--- src/rtl/fetch_stage_pkg.sv ---
// Shared types, widths, reset constants and small helpers for the instruction-fetch stage.
package fetch_stage_pkg;

    localparam int unsigned XLEN  = 16;
    localparam int unsigned OPC_W = 5;

    localparam logic [XLEN-1:0]  RESET_PC_DEF    = 16'h0000;
    localparam logic [XLEN-1:0]  NOP_INSTR_DEF   = 16'h0800;
    localparam logic [OPC_W-1:0] HALT_OPCODE_DEF = 5'b00000;

    typedef enum logic [1:0] {
        ST_REQ    = 2'd0,
        ST_DRAIN  = 2'd1,
        ST_HOLD   = 2'd2,
        ST_HALTED = 2'd3
    } fetch_state_e;

    typedef enum logic [1:0] {
        PC_HOLD  = 2'd0,
        PC_INC   = 2'd1,
        PC_REDIR = 2'd2,
        PC_PEND  = 2'd3
    } pc_sel_e;

    function automatic logic [XLEN-1:0] pc_plus2(input logic [XLEN-1:0] pc);
        return XLEN'(pc + XLEN'(2));
    endfunction

    function automatic logic is_halt(input logic [XLEN-1:0] instr, input logic [OPC_W-1:0] opc);
        return instr[XLEN-1 -: OPC_W] == opc;
    endfunction

endpackage

--- src/rtl/fetch_stage_if.sv ---
// Instruction-memory read handshake between the fetch stage (master) and memory (slave).
interface fetch_stage_if;
    import fetch_stage_pkg::*;

    logic [XLEN-1:0] imem_addr;
    logic            imem_rd;
    logic [XLEN-1:0] imem_rdata;
    logic            imem_done;

    modport master (output imem_addr, output imem_rd, input imem_rdata, input imem_done);
    modport slave  (input imem_addr, input imem_rd, output imem_rdata, output imem_done);

endinterface

--- src/rtl/fetch_pc_reg.sv ---
// Program counter register with next-PC select {hold, pc+2, redirect, pending redirect}.
module fetch_pc_reg
    import fetch_stage_pkg::*;
#(
    parameter logic [XLEN-1:0] RESET_PC = RESET_PC_DEF
) (
    input  logic            clk,
    input  logic            rst,
    input  pc_sel_e         pc_sel,
    input  logic [XLEN-1:0] redirect_pc,
    input  logic [XLEN-1:0] pend_pc,
    output logic [XLEN-1:0] pc_q
);

    logic [XLEN-1:0] pc_d;

    // Next-PC mux.
    always_comb begin
        pc_d = pc_q;
        case (pc_sel)
            PC_INC:   pc_d = pc_plus2(pc_q);
            PC_REDIR: pc_d = redirect_pc;
            PC_PEND:  pc_d = pend_pc;
            default:  pc_d = pc_q;
        endcase
    end

    // PC flops, synchronous reset.
    always_ff @(posedge clk) begin
        if (rst) pc_q <= RESET_PC;
        else     pc_q <= pc_d;
    end

endmodule

--- src/rtl/fetch_stage.sv ---
// Instruction-fetch stage: owns the PC, runs the imem handshake, buffers a word across decode
// stalls, applies redirects and stops after HALT. Optional macro FETCH_ALIGN_CHK_EN enables the
// misaligned-redirect error path.
module fetch_stage
    import fetch_stage_pkg::*;
#(
    parameter logic [XLEN-1:0]  RESET_PC    = RESET_PC_DEF,
    parameter logic [XLEN-1:0]  NOP_INSTR   = NOP_INSTR_DEF,
    parameter logic [OPC_W-1:0] HALT_OPCODE = HALT_OPCODE_DEF
) (
    input  logic                 clk,
    input  logic                 rst,
    input  logic                 stall_fetch,
    input  logic                 redirect_valid,
    input  logic [XLEN-1:0]      redirect_pc,
    fetch_stage_if.master        imem,
    output logic [XLEN-1:0]      instruction,
    output logic [XLEN-1:0]      incremented_pc,
    output logic                 flush_fetch,
    output logic                 fetch_halted,
    output logic                 fetch_err
);

    fetch_state_e    state_q, state_d;
    pc_sel_e         pc_sel;
    logic [XLEN-1:0] pc_q;
    logic [XLEN-1:0] pend_pc_q, pend_pc_d;
    logic            pend_halt_q, pend_halt_d;
    logic [XLEN-1:0] hold_q, hold_d;
    logic [XLEN-1:0] redir_tgt;
    logic            redir_bad;
    logic            rd_c;
    logic            deliver_c;
    logic [XLEN-1:0] deliver_word;

    // Redirect targets are always halfword aligned; bit 0 is only inspected by the error check.
    assign redir_tgt = {redirect_pc[XLEN-1:1], 1'b0};

`ifdef FETCH_ALIGN_CHK_EN
    logic err_q, err_d;

    assign redir_bad = redirect_pc[0];

    // Sticky misaligned-redirect flag.
    always_comb err_d = err_q | (redirect_valid & redir_bad);

    // Error flop, cleared only by reset.
    always_ff @(posedge clk) begin
        if (rst) err_q <= 1'b0;
        else     err_q <= err_d;
    end

    assign fetch_err = err_q;
`else
    logic unused_redir_lsb;

    assign redir_bad        = 1'b0;
    assign unused_redir_lsb = redirect_pc[0];
    assign fetch_err        = 1'b0;
`endif

    fetch_pc_reg #(.RESET_PC(RESET_PC)) u_pc_reg (
        .clk         (clk),
        .rst         (rst),
        .pc_sel      (pc_sel),
        .redirect_pc (redir_tgt),
        .pend_pc     (pend_pc_d),
        .pc_q        (pc_q)
    );

    // Next-state, PC select and delivery decode; priority redirect > done > stall.
    always_comb begin
        state_d      = state_q;
        pc_sel       = PC_HOLD;
        pend_pc_d    = pend_pc_q;
        pend_halt_d  = pend_halt_q;
        hold_d       = hold_q;
        rd_c         = 1'b0;
        deliver_c    = 1'b0;
        deliver_word = NOP_INSTR;

        case (state_q)
            ST_REQ: begin
                rd_c = 1'b1;
                if (redirect_valid) begin
                    if (!imem.imem_done) begin
                        // Request cannot be aborted: remember where to go once it completes.
                        pend_pc_d   = redir_tgt;
                        pend_halt_d = redir_bad;
                        state_d     = ST_DRAIN;
                    end else if (redir_bad) begin
                        state_d = ST_HALTED;
                    end else begin
                        pc_sel = PC_REDIR;
                    end
                end else if (imem.imem_done) begin
                    if (!stall_fetch) begin
                        deliver_c    = 1'b1;
                        deliver_word = imem.imem_rdata;
                        pc_sel       = PC_INC;
                        if (is_halt(imem.imem_rdata, HALT_OPCODE)) state_d = ST_HALTED;
                    end else begin
                        hold_d  = imem.imem_rdata;
                        state_d = ST_HOLD;
                    end
                end
            end

            ST_DRAIN: begin
                rd_c = 1'b1;
                if (redirect_valid) begin
                    pend_pc_d   = redir_tgt;
                    pend_halt_d = redir_bad;
                end
                if (imem.imem_done) begin
                    if (pend_halt_d) begin
                        state_d = ST_HALTED;
                    end else begin
                        pc_sel  = PC_PEND;
                        state_d = ST_REQ;
                    end
                end
            end

            ST_HOLD: begin
                if (redirect_valid) begin
                    if (redir_bad) begin
                        state_d = ST_HALTED;
                    end else begin
                        pc_sel  = PC_REDIR;
                        state_d = ST_REQ;
                    end
                end else if (!stall_fetch) begin
                    deliver_c    = 1'b1;
                    deliver_word = hold_q;
                    pc_sel       = PC_INC;
                    state_d      = is_halt(hold_q, HALT_OPCODE) ? ST_HALTED : ST_REQ;
                end
            end

            ST_HALTED: begin
                if (redirect_valid && !redir_bad) begin
                    pc_sel  = PC_REDIR;
                    state_d = ST_REQ;
                end
            end

            default: state_d = ST_REQ;
        endcase
    end

    // FSM state, pending redirect and hold buffer flops.
    always_ff @(posedge clk) begin
        if (rst) begin
            state_q     <= ST_REQ;
            pend_pc_q   <= RESET_PC;
            pend_halt_q <= 1'b0;
            hold_q      <= NOP_INSTR;
        end else begin
            state_q     <= state_d;
            pend_pc_q   <= pend_pc_d;
            pend_halt_q <= pend_halt_d;
            hold_q      <= hold_d;
        end
    end

    // Output decode; reset forces an idle bus and a NOP toward IF/ID.
    assign imem.imem_addr = pc_q;
    assign imem.imem_rd   = rd_c & ~rst;
    assign flush_fetch    = rst | ~deliver_c;
    assign instruction    = flush_fetch ? NOP_INSTR : deliver_word;
    assign incremented_pc = pc_plus2(pc_q);
    assign fetch_halted   = ~rst & (state_q == ST_HALTED);

endmodule

--- src/flat_wrapper.sv ---
// flat-port wrapper written by rule: the top's interface ports become plain ports
module fetch_stage_flat import fetch_stage_pkg::*;
#(
    parameter logic [XLEN-1:0]  RESET_PC    = RESET_PC_DEF,
    parameter logic [XLEN-1:0]  NOP_INSTR   = NOP_INSTR_DEF,
    parameter logic [OPC_W-1:0] HALT_OPCODE = HALT_OPCODE_DEF
)
  (clk, rst, stall_fetch, redirect_valid, redirect_pc, instruction, incremented_pc, flush_fetch, fetch_halted, fetch_err, imem_imem_addr, imem_imem_rd, imem_imem_rdata, imem_imem_done);
  fetch_stage_if imem_i ();
  input  logic clk;
  input  logic rst;
  input  logic stall_fetch;
  input  logic redirect_valid;
  input  logic [XLEN-1:0] redirect_pc;
  output logic [XLEN-1:0] instruction;
  output logic [XLEN-1:0] incremented_pc;
  output logic flush_fetch;
  output logic fetch_halted;
  output logic fetch_err;
  output wire logic [$bits(imem_i.imem_addr)-1:0] imem_imem_addr;
  output wire logic [$bits(imem_i.imem_rd)-1:0] imem_imem_rd;
  input wire logic [$bits(imem_i.imem_rdata)-1:0] imem_imem_rdata;
  input wire logic [$bits(imem_i.imem_done)-1:0] imem_imem_done;
  assign imem_imem_addr = imem_i.imem_addr;
  assign imem_imem_rd = imem_i.imem_rd;
  assign imem_i.imem_rdata = imem_imem_rdata;
  assign imem_i.imem_done = imem_imem_done;
  fetch_stage #(.RESET_PC(RESET_PC), .NOP_INSTR(NOP_INSTR), .HALT_OPCODE(HALT_OPCODE)) u_core (.clk(clk), .rst(rst), .stall_fetch(stall_fetch), .redirect_valid(redirect_valid), .redirect_pc(redirect_pc), .imem(imem_i), .instruction(instruction), .incremented_pc(incremented_pc), .flush_fetch(flush_fetch), .fetch_halted(fetch_halted), .fetch_err(fetch_err));
endmodule
--- config.mk ---
export PLATFORM = sky130hd
export DESIGN_NAME = fetch_stage_flat
export DESIGN_NICKNAME = d
export VERILOG_FILES = /design/src/rtl/fetch_stage_pkg.sv /design/src/rtl/fetch_stage_if.sv /design/src/rtl/fetch_pc_reg.sv /design/src/rtl/fetch_stage.sv /design/src/flat_wrapper.sv
export SDC_FILE = /design/constraint.sdc
export NUM_CORES = 1
export LEC_CHECK = 0
export ABC_AREA = 1
export ABC_CLOCK_PERIOD_IN_PS = 4750
export CORE_AREA = 2 2 97 71
export CTS_CLUSTER_DIAMETER = 60
export DETAILED_ROUTE_END_ITERATION = 8
export DIE_AREA = 0 0 99 73
export HOLD_SLACK_MARGIN = 0.06
export PLACE_DENSITY = 0.84
export SYNTH_ARGS = -nofsm -noshare
export SYNTH_HDL_FRONTEND = slang
export SYNTH_HIERARCHICAL = 1
export SYNTH_SLANG_ARGS = --single-unit
--- constraint.sdc ---
create_clock -name clk -period 4.75 [get_ports clk]
set_input_delay 0.475 -clock clk [delete_from_list [all_inputs] [get_ports clk]]
set_output_delay 0.475 -clock clk [all_outputs]
set_load 0.005 [all_outputs]
==> impl_metrics.tcl, run 1 <==
set metrics [dict create \
    die_height_um 73 \
    drive_gt1_share_pct 5.137 \
    setup_tns_ns 0 \
    critPathArrivalTime_ns 2.85 \
    ir_drop_mv 0.2243 \
    worstPathRequired_ns 4.28 \
    p_leak_uw 0.001716 \
    final_area_um2 4156 \
    num-fill-cells 584 \
    grt_pass1_vias 3086 \
    nets 622 \
    wl_per_cell_um 12.99 \
    grt_remaining_overflow 0 \
    cts_resized 0 \
    via_per_inst 5.308 \
    syn_area_um2 3207 \
    gp_congestion 0.8858 \
    path_clk_slew_ns 0.09 \
    synth_cells 508 \
    cts_tree "yes" \
    vias 3530 \
    rsz0062_at_grt "false" \
    period_share_pct 69.95 \
    synthTopCellsByArea "dfxtp_1 (32%), nor2_1 (11%), nand2_1 (11%)" \
    dpl_cell_area_um2 4068 \
    slew_violations 0 \
    power_per_cell_area_nw_per_um2 372.3 \
    cts_sinks 51 \
    seq_area_frac_synth_pct 31.84 \
    cts_buffer_depth 2 \
    clkLatencyLatePin_ns 0.30 \
    hold_slack_ns 0.4546 \
    n_antenna_cell 0 \
    postSynth.asyncResetShare_pct 0 \
    gr-usage-all-layers_pct 23.23 \
    portBuffers 86 \
    regArea_um2 1021 \
    die_area_um2 7227 \
    met2_usage_pct 37.84 \
    htreeDepth 2 \
    grt.met3_usage_pct 3.831 \
    worst_pin_slew_ns 0.9668 \
    synth.most_common_cell "nor2_1" \
    core_area_um2 6412 \
    hold_viol 0 \
    grt_max_degree 32 \
    skew_ns 0.008551 \
    initial_utilization_pct 50.01 \
    status "completed" \
    gr-usage-met1_pct 32.72 \
    fmax_ghz 0.3010 \
    end_kind "output pin" \
    cts_hold_buf 0 \
    multi_input_area_um2 1814 \
    busiest_layer "met2" \
    crit_type "input pin to output pin" \
    drtPass1Iterations 5 \
    postCtsSetupRepairBufs 0 \
    synth_edf_count 0 \
    area_growth_pct 29.61 \
    synthFlopType "dfxtp_1" \
    hpwl_um 6232 \
    drc 0 \
    die_w_um 99 \
    root_buffer "clkbuf_8" \
    antenna_found_initial 0 \
    synth.avg_cell_area_um2 6.313 \
    fin_crit_ns 3.322 \
    grt_pass1_wl_um 14010 \
    cts-buffers-inserted 5 \
    synth_warnings 6 \
    yosys.area.top_type "dfxtp_1" \
    first_iter_violations 238 \
    ant_nets 0 \
    drv_cap 0 \
    setup_viol 0 \
    yosys-top-cells-count "nor2_1 (95), nand2_1 (94), inv_1 (64), dfxtp_1 (51), o21ai_0 (49)" \
    rows 25 \
    yosys.area.top_type_share_pct 31.84 \
    max_slew_margin_pct 35.39 \
    crit_fanout 17 \
    routed_wl_um 8641 \
    min_path_type "register to register" \
    ys_seq_elements 51 \
    ios 89 \
    synth_cell_types 34 \
    start_kind "input pin" \
]
==> area by class of cell <==
type                            instances  share of cell area, %
Inverter                               66                  5.960
Sequential cell                        51                  24.56
Tap cell                               81                  2.438
Clock buffer                            5                  1.656
Multi-Input combinational cell        370                  43.65
Timing Repair Buffer                   89                  21.25
Clock inverter                          3                 0.4816
==> cell usage in the layout, fill, tap and decap left out <==
master and n:
nand4_1 10, a22oi_1 15, conb_1 2, o22ai_1 1, clkbuf_8 5, inv_2 1
o21bai_1 1, nor3_4 1, clkinv_2 1, a21oi_2 1, a31oi_1 6, clkinv_1 1
nor2_1 95, inv_1 64, nor2_4 4, nand3b_1 2, ha_1 2, xor2_1 8
o21ai_4 1, clkdlybuf4s50_1 86, nor2_2 4, nand3_1 26, nand2_1 94, dfxtp_1 51
buf_4 3, o21ai_1 16, nor3_1 5, xnor2_1 4, o21bai_2 2, clkinvlp_4 2
o21ai_0 49, nand2_2 5, a21oi_1 16
==> power breakdown <==
group	internal (uW)	switching (uW)	total, uW
combinational	325	349	674
clock	103	147	249
sequential	505	119	624
==> through the flow <==
step,utilization [%],total power [uW],std cells,setup WS (ns)
final,64.82,1547,665,1.428
after global routing,64.82,1667,665,1.267
after CTS,64.82,1546,665,1.439
after detailed placement,63.43,1296,657,1.444
after global placement,63.43,1274,657,1.478
after floorplan,-,1002,509,2.651
==> final timing paths <==
| check | startpoint | to | slack [ns] | depth (start not counted) |
|---|---|---|---|---|
| worst min-delay path | u_core/pend_pc_q[0]$_SDFF_PP0_ | u_core/pend_pc_q[0]$_SDFF_PP0_ | 0.45 | 2 |
| worst max register to register | u_core/state_q[1]$_SDFFE_PP0P_ | u_core/u_pc_reg/pc_q[12]$_SDFFE_PP0P_ | 2.12 | 10 |
| worst max-delay path | redirect_valid | instruction[10] | 1.43 | 7 |
| worst min register to register | u_core/pend_pc_q[0]$_SDFF_PP0_ | u_core/pend_pc_q[0]$_SDFF_PP0_ | 0.45 | 2 |
==> critical path: stages <==
cell,delay [ns]
clkdlybuf4s50_1,0.55
inv_1,0.19
nand2_2,0.12
nor3_4,0.58
o21ai_4,0.24
nor2_1,0.16
clkdlybuf4s50_1,0.52
==> routing by layer <==
layer	vias up	share of wire [%]	routed length, um
met5	-	0	0
met4	0	0.50	43
met2	128	46	3962
met3	4	6.1	523
met1	1613	48	4110
li1	1785	-	-
==> sequential cells by signal (all words and copies together) (netlist names) <==
| name | count |
|---|---|
| u_core/pend_halt_q | 1 |
| u_core/state_q | 2 |
| u_core/u_pc_reg/pc_q | 16 |
| u_core/hold_q | 16 |
| u_core/pend_pc_q | 16 |
==> cell families after synthesis <==
| group | count (synthesis) | synth area share (%) |
|---|---|---|
| simple gates | 246 | 33.05 |
| compound gates | 108 | 19.24 |
| buf+inv | 88 | 11.70 |
| flops | 51 | 31.84 |
| xor+xnor | 12 | 3.277 |
| fa+ha+maj | 2 | 0.7802 |
| other cells | 1 | 0.1169 |
(Power assumes the default switching activity.)
==> run 2, diff against run 1 <==
ABC_CLOCK_PERIOD_IN_PS = 2790   (was 4750)
CORE_AREA = 2 2 106 77   (was 2 2 97 71)
DIE_AREA = 0 0 108 79   (was 0 0 99 73)
PLACE_DENSITY = 0.75   (was 0.84)
clock period = 2.79 ns   (was 4.75 ns; I/O delays follow)
==> impl_metrics.tcl, run 2 (synthesis results as in run 1) <==
set metrics [dict create \
    p_leak_uw 0.001767 \
    ant_nets 0 \
    htreeDepth 2 \
    end_kind "output pin" \
    crit_chain "clkdlybuf4s50_1 -> inv_1 -> nand2_1 -> nor2_4 -> o21ai_4 -> nor2_1 -> clkdlybuf4s50_1" \
    cts_tree "yes" \
    gr-usage-met1_pct 30.84 \
    final_area_um2 4249 \
    crit_type "input pin to output pin" \
    setup_viol 0 \
    ios 89 \
    initial_utilization_pct 42.19 \
    crit_fanout 18 \
    cp.depth 7 \
    area_growth_pct 32.50 \
    path_clk_slew_ns 0.09 \
    worstPathRequired_ns 2.51 \
    rows 27 \
    reg2reg_depth 8 \
    portBuffers 86 \
    clkLatencyLatePin_ns 0.31 \
    start_kind "input pin" \
    fmax_ghz 0.3828 \
    setup_tns_ns 0 \
    drive_gt1_share_pct 6.397 \
    grt_pass1_vias 3232 \
    hold_viol 0 \
    cts_buffer_depth 2 \
    nets 632 \
    crit_top_cell "clkdlybuf4s50_1" \
    die_area_um2 8532 \
    grt.met3_usage_pct 2.874 \
    power_per_cell_area_nw_per_um2 626.3 \
    grt_pass1_wl_um 14930 \
    p_total_uw 2661 \
    root_buffer "clkbuf_8" \
    cts-buffers-inserted 5 \
    met2_usage_pct 34.15 \
    hold_depth 2 \
    critPathArrivalTime_ns 2.33 \
    cts_hold_buf 0 \
    skew_ns 0.01149 \
    drc 0 \
    cts_sinks 51 \
    die_height_um 79 \
    core_area_um2 7601 \
    cts_resized 0 \
    routed_wl_um 8882 \
    worst_slack_ns 0.1775 \
    crit_slowest_cell "clkdlybuf4s50_1" \
    vias 3490 \
    pre_cts_ws_ns 0.1452 \
    utilization_pct 55.90 \
    busiest_layer "met2" \
    ir_drop_mv 0.2808 \
    reg.largest.list "u_core/hold_q x16, u_core/pend_pc_q x16, u_core/u_pc_reg/pc_q x16" \
    hpwl_um 6632 \
    grt_remaining_overflow 0 \
    critPathBufInv 3 \
    dpl_cell_area_um2 4168 \
    status "completed" \
    layout_common_cells "nor2_1 (95), nand2_1 (94), clkdlybuf4s50_1 (86), inv_1 (64), dfxtp_1 (51)" \
    gr-usage-all-layers_pct 21.31 \
    postCtsSetupRepairBufs 0 \
    grt_max_degree 32 \
    n_antenna_cell 0 \
    antenna_found_initial 0 \
    min_path_type "register to register" \
    drtPass1Iterations 5 \
    first_iter_violations 254 \
    wl_per_cell_um 12.78 \
    final_common_cell "nor2_1" \
    slew_violations 0 \
    slowest_delay_ns 0.52 \
    drv_cap 0 \
    period_share_pct 93.64 \
    die_w_um 108 \
    crit_family "buffers and inverters" \
    rsz0062_at_grt "false" \
    fin_crit_ns 2.612 \
    via_per_inst 5.022 \
    gp_congestion 0.8810 \
]
-- run 2: cell count changes in the layout (fill, tap and decap cells not counted), sizes merged --
cell / delta
buf: +10
clkinvlp: -2
clkbuf: +2
-- run 2: metal layers --
| layer | share of wire, % | routed length (um) | vias up |
|---|---|---|---|
| met5 | 0 | 0 | - |
| met1 | 49 | 4337 | 1592 |
| met4 | 0.53 | 47 | 0 |
| met2 | 45 | 4022 | 92 |
| met3 | 5.3 | 475 | 4 |
| li1 | - | - | 1802 |
-- run 2: cell type report --
class,instances,area (um^2)
multi-input combinational,370,1814
tap,101,126.4
clock buffer,7,76.32
inverter,66,247.7
fill,785,3352
timing repair buffer,99,958.4
clock inverter,1,5.005
sequential,51,1021
-- run 2: report_power, final --
part | switching (uW) | internal (uW) | total [uW] | leakage [uW]
Combinational | 612 | 581 | 1190 | 0.00131
Sequential | 184 | 859 | 1040 | 0.000420
Clock | 248 | 177 | 425 | 0.0000422
Total | 1040 | 1620 | 2660 | 0.00177
-- run 2: final timing paths --
kind | startpoint | to | slack [ns]
hold / removal | u_core/pend_pc_q[0]$_SDFF_PP0_ | u_core/pend_pc_q[0]$_SDFF_PP0_ | 0.46
setup reg to reg | u_core/state_q[1]$_SDFFE_PP0P_ | u_core/u_pc_reg/pc_q[3]$_SDFFE_PP0P_ | 0.56
setup / recovery | stall_fetch | instruction[13] | 0.18
hold reg to reg | u_core/pend_pc_q[0]$_SDFF_PP0_ | u_core/pend_pc_q[0]$_SDFF_PP0_ | 0.46
-- run 2: stage by stage --
step / hold slack (ns) / instances
finish: 0.4596 / 695
CTS: 0.4671 / 695
global route: 0.4813 / 695
detailed placement: 0.4523 / 687
floorplan: 0.3922 / 509
global placement: 0.4300 / 687
-- run 2: worst min-delay path: stages, from the launching register on --
cell and delay (ns):
dfxtp_1 0.31, inv_1 0.06, nor3_1 0.05
==> run 3, diff against run 2 <==
ABC_CLOCK_PERIOD_IN_PS = 3400   (was 2790)
CORE_AREA = 2 2 97 71   (was 2 2 106 77)
DIE_AREA = 0 0 99 73   (was 0 0 108 79)
PLACE_DENSITY = 0.84   (was 0.75)
clock period = 3.4 ns   (was 2.79 ns; I/O delays follow)
==> impl_metrics.tcl, run 3 (synthesis results as in run 1) <==
set metrics [dict create \
    grt_max_degree 32 \
    ios 89 \
    drtPass1Iterations 5 \
    slew_violations 0 \
    layout_common_cells "nor2_1 (95), nand2_1 (94), clkdlybuf4s50_1 (86), inv_1 (64), dfxtp_1 (51)" \
    die_w_um 99 \
    end_kind "output pin" \
    hold_viol 0 \
    nets 624 \
    area_growth_pct 29.85 \
    period_share_pct 87.59 \
    setup_viol 0 \
    status "completed" \
    drive_gt1_share_pct 5.119 \
    postCtsSetupRepairBufs 0 \
    die_height_um 73 \
    first_iter_violations 297 \
    grt_pass1_wl_um 14280 \
    vias 3580 \
    cts_resized 0 \
    cts_hold_buf 0 \
    dpl_cell_area_um2 4083 \
    crit_top_cell "clkdlybuf4s50_1" \
    fin_crit_ns 2.978 \
    crit_slowest_cell "clkdlybuf4s50_1" \
    cts_sinks 51 \
    final_common_cell "nor2_1" \
    final_area_um2 4164 \
    drv_cap 0 \
    drc 0 \
    slowest_delay_ns 0.54 \
    routed_wl_um 8728 \
    setup_tns_ns 0 \
    portBuffers 86 \
    gr-usage-all-layers_pct 23.68 \
    rows 25 \
    crit_type "input pin to output pin" \
    rsz0062_at_grt "false" \
    ant_nets 0 \
    path_clk_slew_ns 0.09 \
    crit_chain "clkdlybuf4s50_1 -> inv_1 -> nand2_2 -> nor3_4 -> buf_4 -> a22oi_1 -> nor2_1 -> clkdlybuf4s50_1" \
    hpwl_um 6463 \
    wl_per_cell_um 13.09 \
    clkLatencyLatePin_ns 0.30 \
    gp_congestion 0.8728 \
    cts_buffer_depth 2 \
    cts_tree "yes" \
    power_per_cell_area_nw_per_um2 516.6 \
    root_buffer "clkbuf_8" \
    critPathBufInv 4 \
    htreeDepth 2 \
    start_kind "input pin" \
    grt_remaining_overflow 0 \
    worstPathRequired_ns 3.06 \
    crit_fanout 12 \
    n_antenna_cell 0 \
    cts-buffers-inserted 5 \
    fmax_ghz 0.3358 \
    skew_ns 0.006721 \
    via_per_inst 5.367 \
    min_path_type "register to register" \
    p_leak_uw 0.001728 \
    core_area_um2 6412 \
    critPathArrivalTime_ns 2.64 \
    initial_utilization_pct 50.01 \
    max_slew_margin_pct 36.16 \
    worst_pin_slew_ns 0.9553 \
    crit_family "buffers and inverters" \
    grt_pass1_vias 3196 \
    antenna_found_initial 0 \
    die_area_um2 7227 \
    reg.largest.list "u_core/hold_q x16, u_core/pend_pc_q x16, u_core/u_pc_reg/pc_q x16" \
    ir_drop_mv 0.2394 \
]
## run 3: final timing paths
path / depth (start not counted) / start / slack [ns] / endpoint
hold / removal: 2 / u_core/pend_pc_q[0]$_SDFF_PP0_ / 0.45 / u_core/pend_pc_q[0]$_SDFF_PP0_
setup / recovery: 8 / redirect_valid / 0.42 / instruction[1]
hold reg to reg: 2 / u_core/pend_pc_q[0]$_SDFF_PP0_ / 0.45 / u_core/pend_pc_q[0]$_SDFF_PP0_
setup reg to reg: 10 / u_core/state_q[1]$_SDFFE_PP0P_ / 0.96 / u_core/u_pc_reg/pc_q[10]$_SDFFE_PP0P_
## run 3: where the power goes
| group | switching, uW | internal, uW |
|---|---|---|
| clock | 190 | 145 |
| sequential | 168 | 705 |
| combinational | 484 | 459 |
## run 3: worst register-to-register path, stage by stage, from the launching register on
cell,delay (ns)
dfxtp_1,0.42
nor2_4,0.17
nand2_2,0.10
nor3_4,0.50
nor2_1,0.08
nand2_1,0.19
inv_1,0.26
nand2_2,0.32
nand2_1,0.09
a21oi_1,0.13
a21oi_1,0.08
## run 3: layout make-up
type / instances / area [um^2]
Clock buffer: 7 / 76.32
Sequential cell: 51 / 1021
Fill cell: 598 / 2248
Clock inverter: 1 / 5.005
Inverter: 66 / 247.7
Tap cell: 81 / 101.3
Multi-Input combinational cell: 370 / 1814
Timing Repair Buffer: 91 / 898.4
## run 3: through the flow
stage / cells / worst slack [ns] / total power (uW) / util (%) / hold slack (ns)
2_1_floorplan: 509 / 1.436 / 1399 / - / 0.4224
3_3_place_gp: 659 / 0.5100 / 1786 / 63.67 / 0.4328
3_5_place_dp: 659 / 0.4745 / 1818 / 63.67 / 0.4420
4_1_cts: 667 / 0.4583 / 2153 / 64.94 / 0.4558
5_1_grt: 667 / 0.3015 / 2321 / 64.94 / 0.4861
6_report: 667 / 0.4221 / 2151 / 64.94 / 0.4519
## run 3: layer usage
metal / routed length, um / track usage [%]
met5: 0 / 0
met4: 82 / 5.784
met3: 614 / 3.257
met1: 4043 / 33.06
met2: 3986 / 39.11
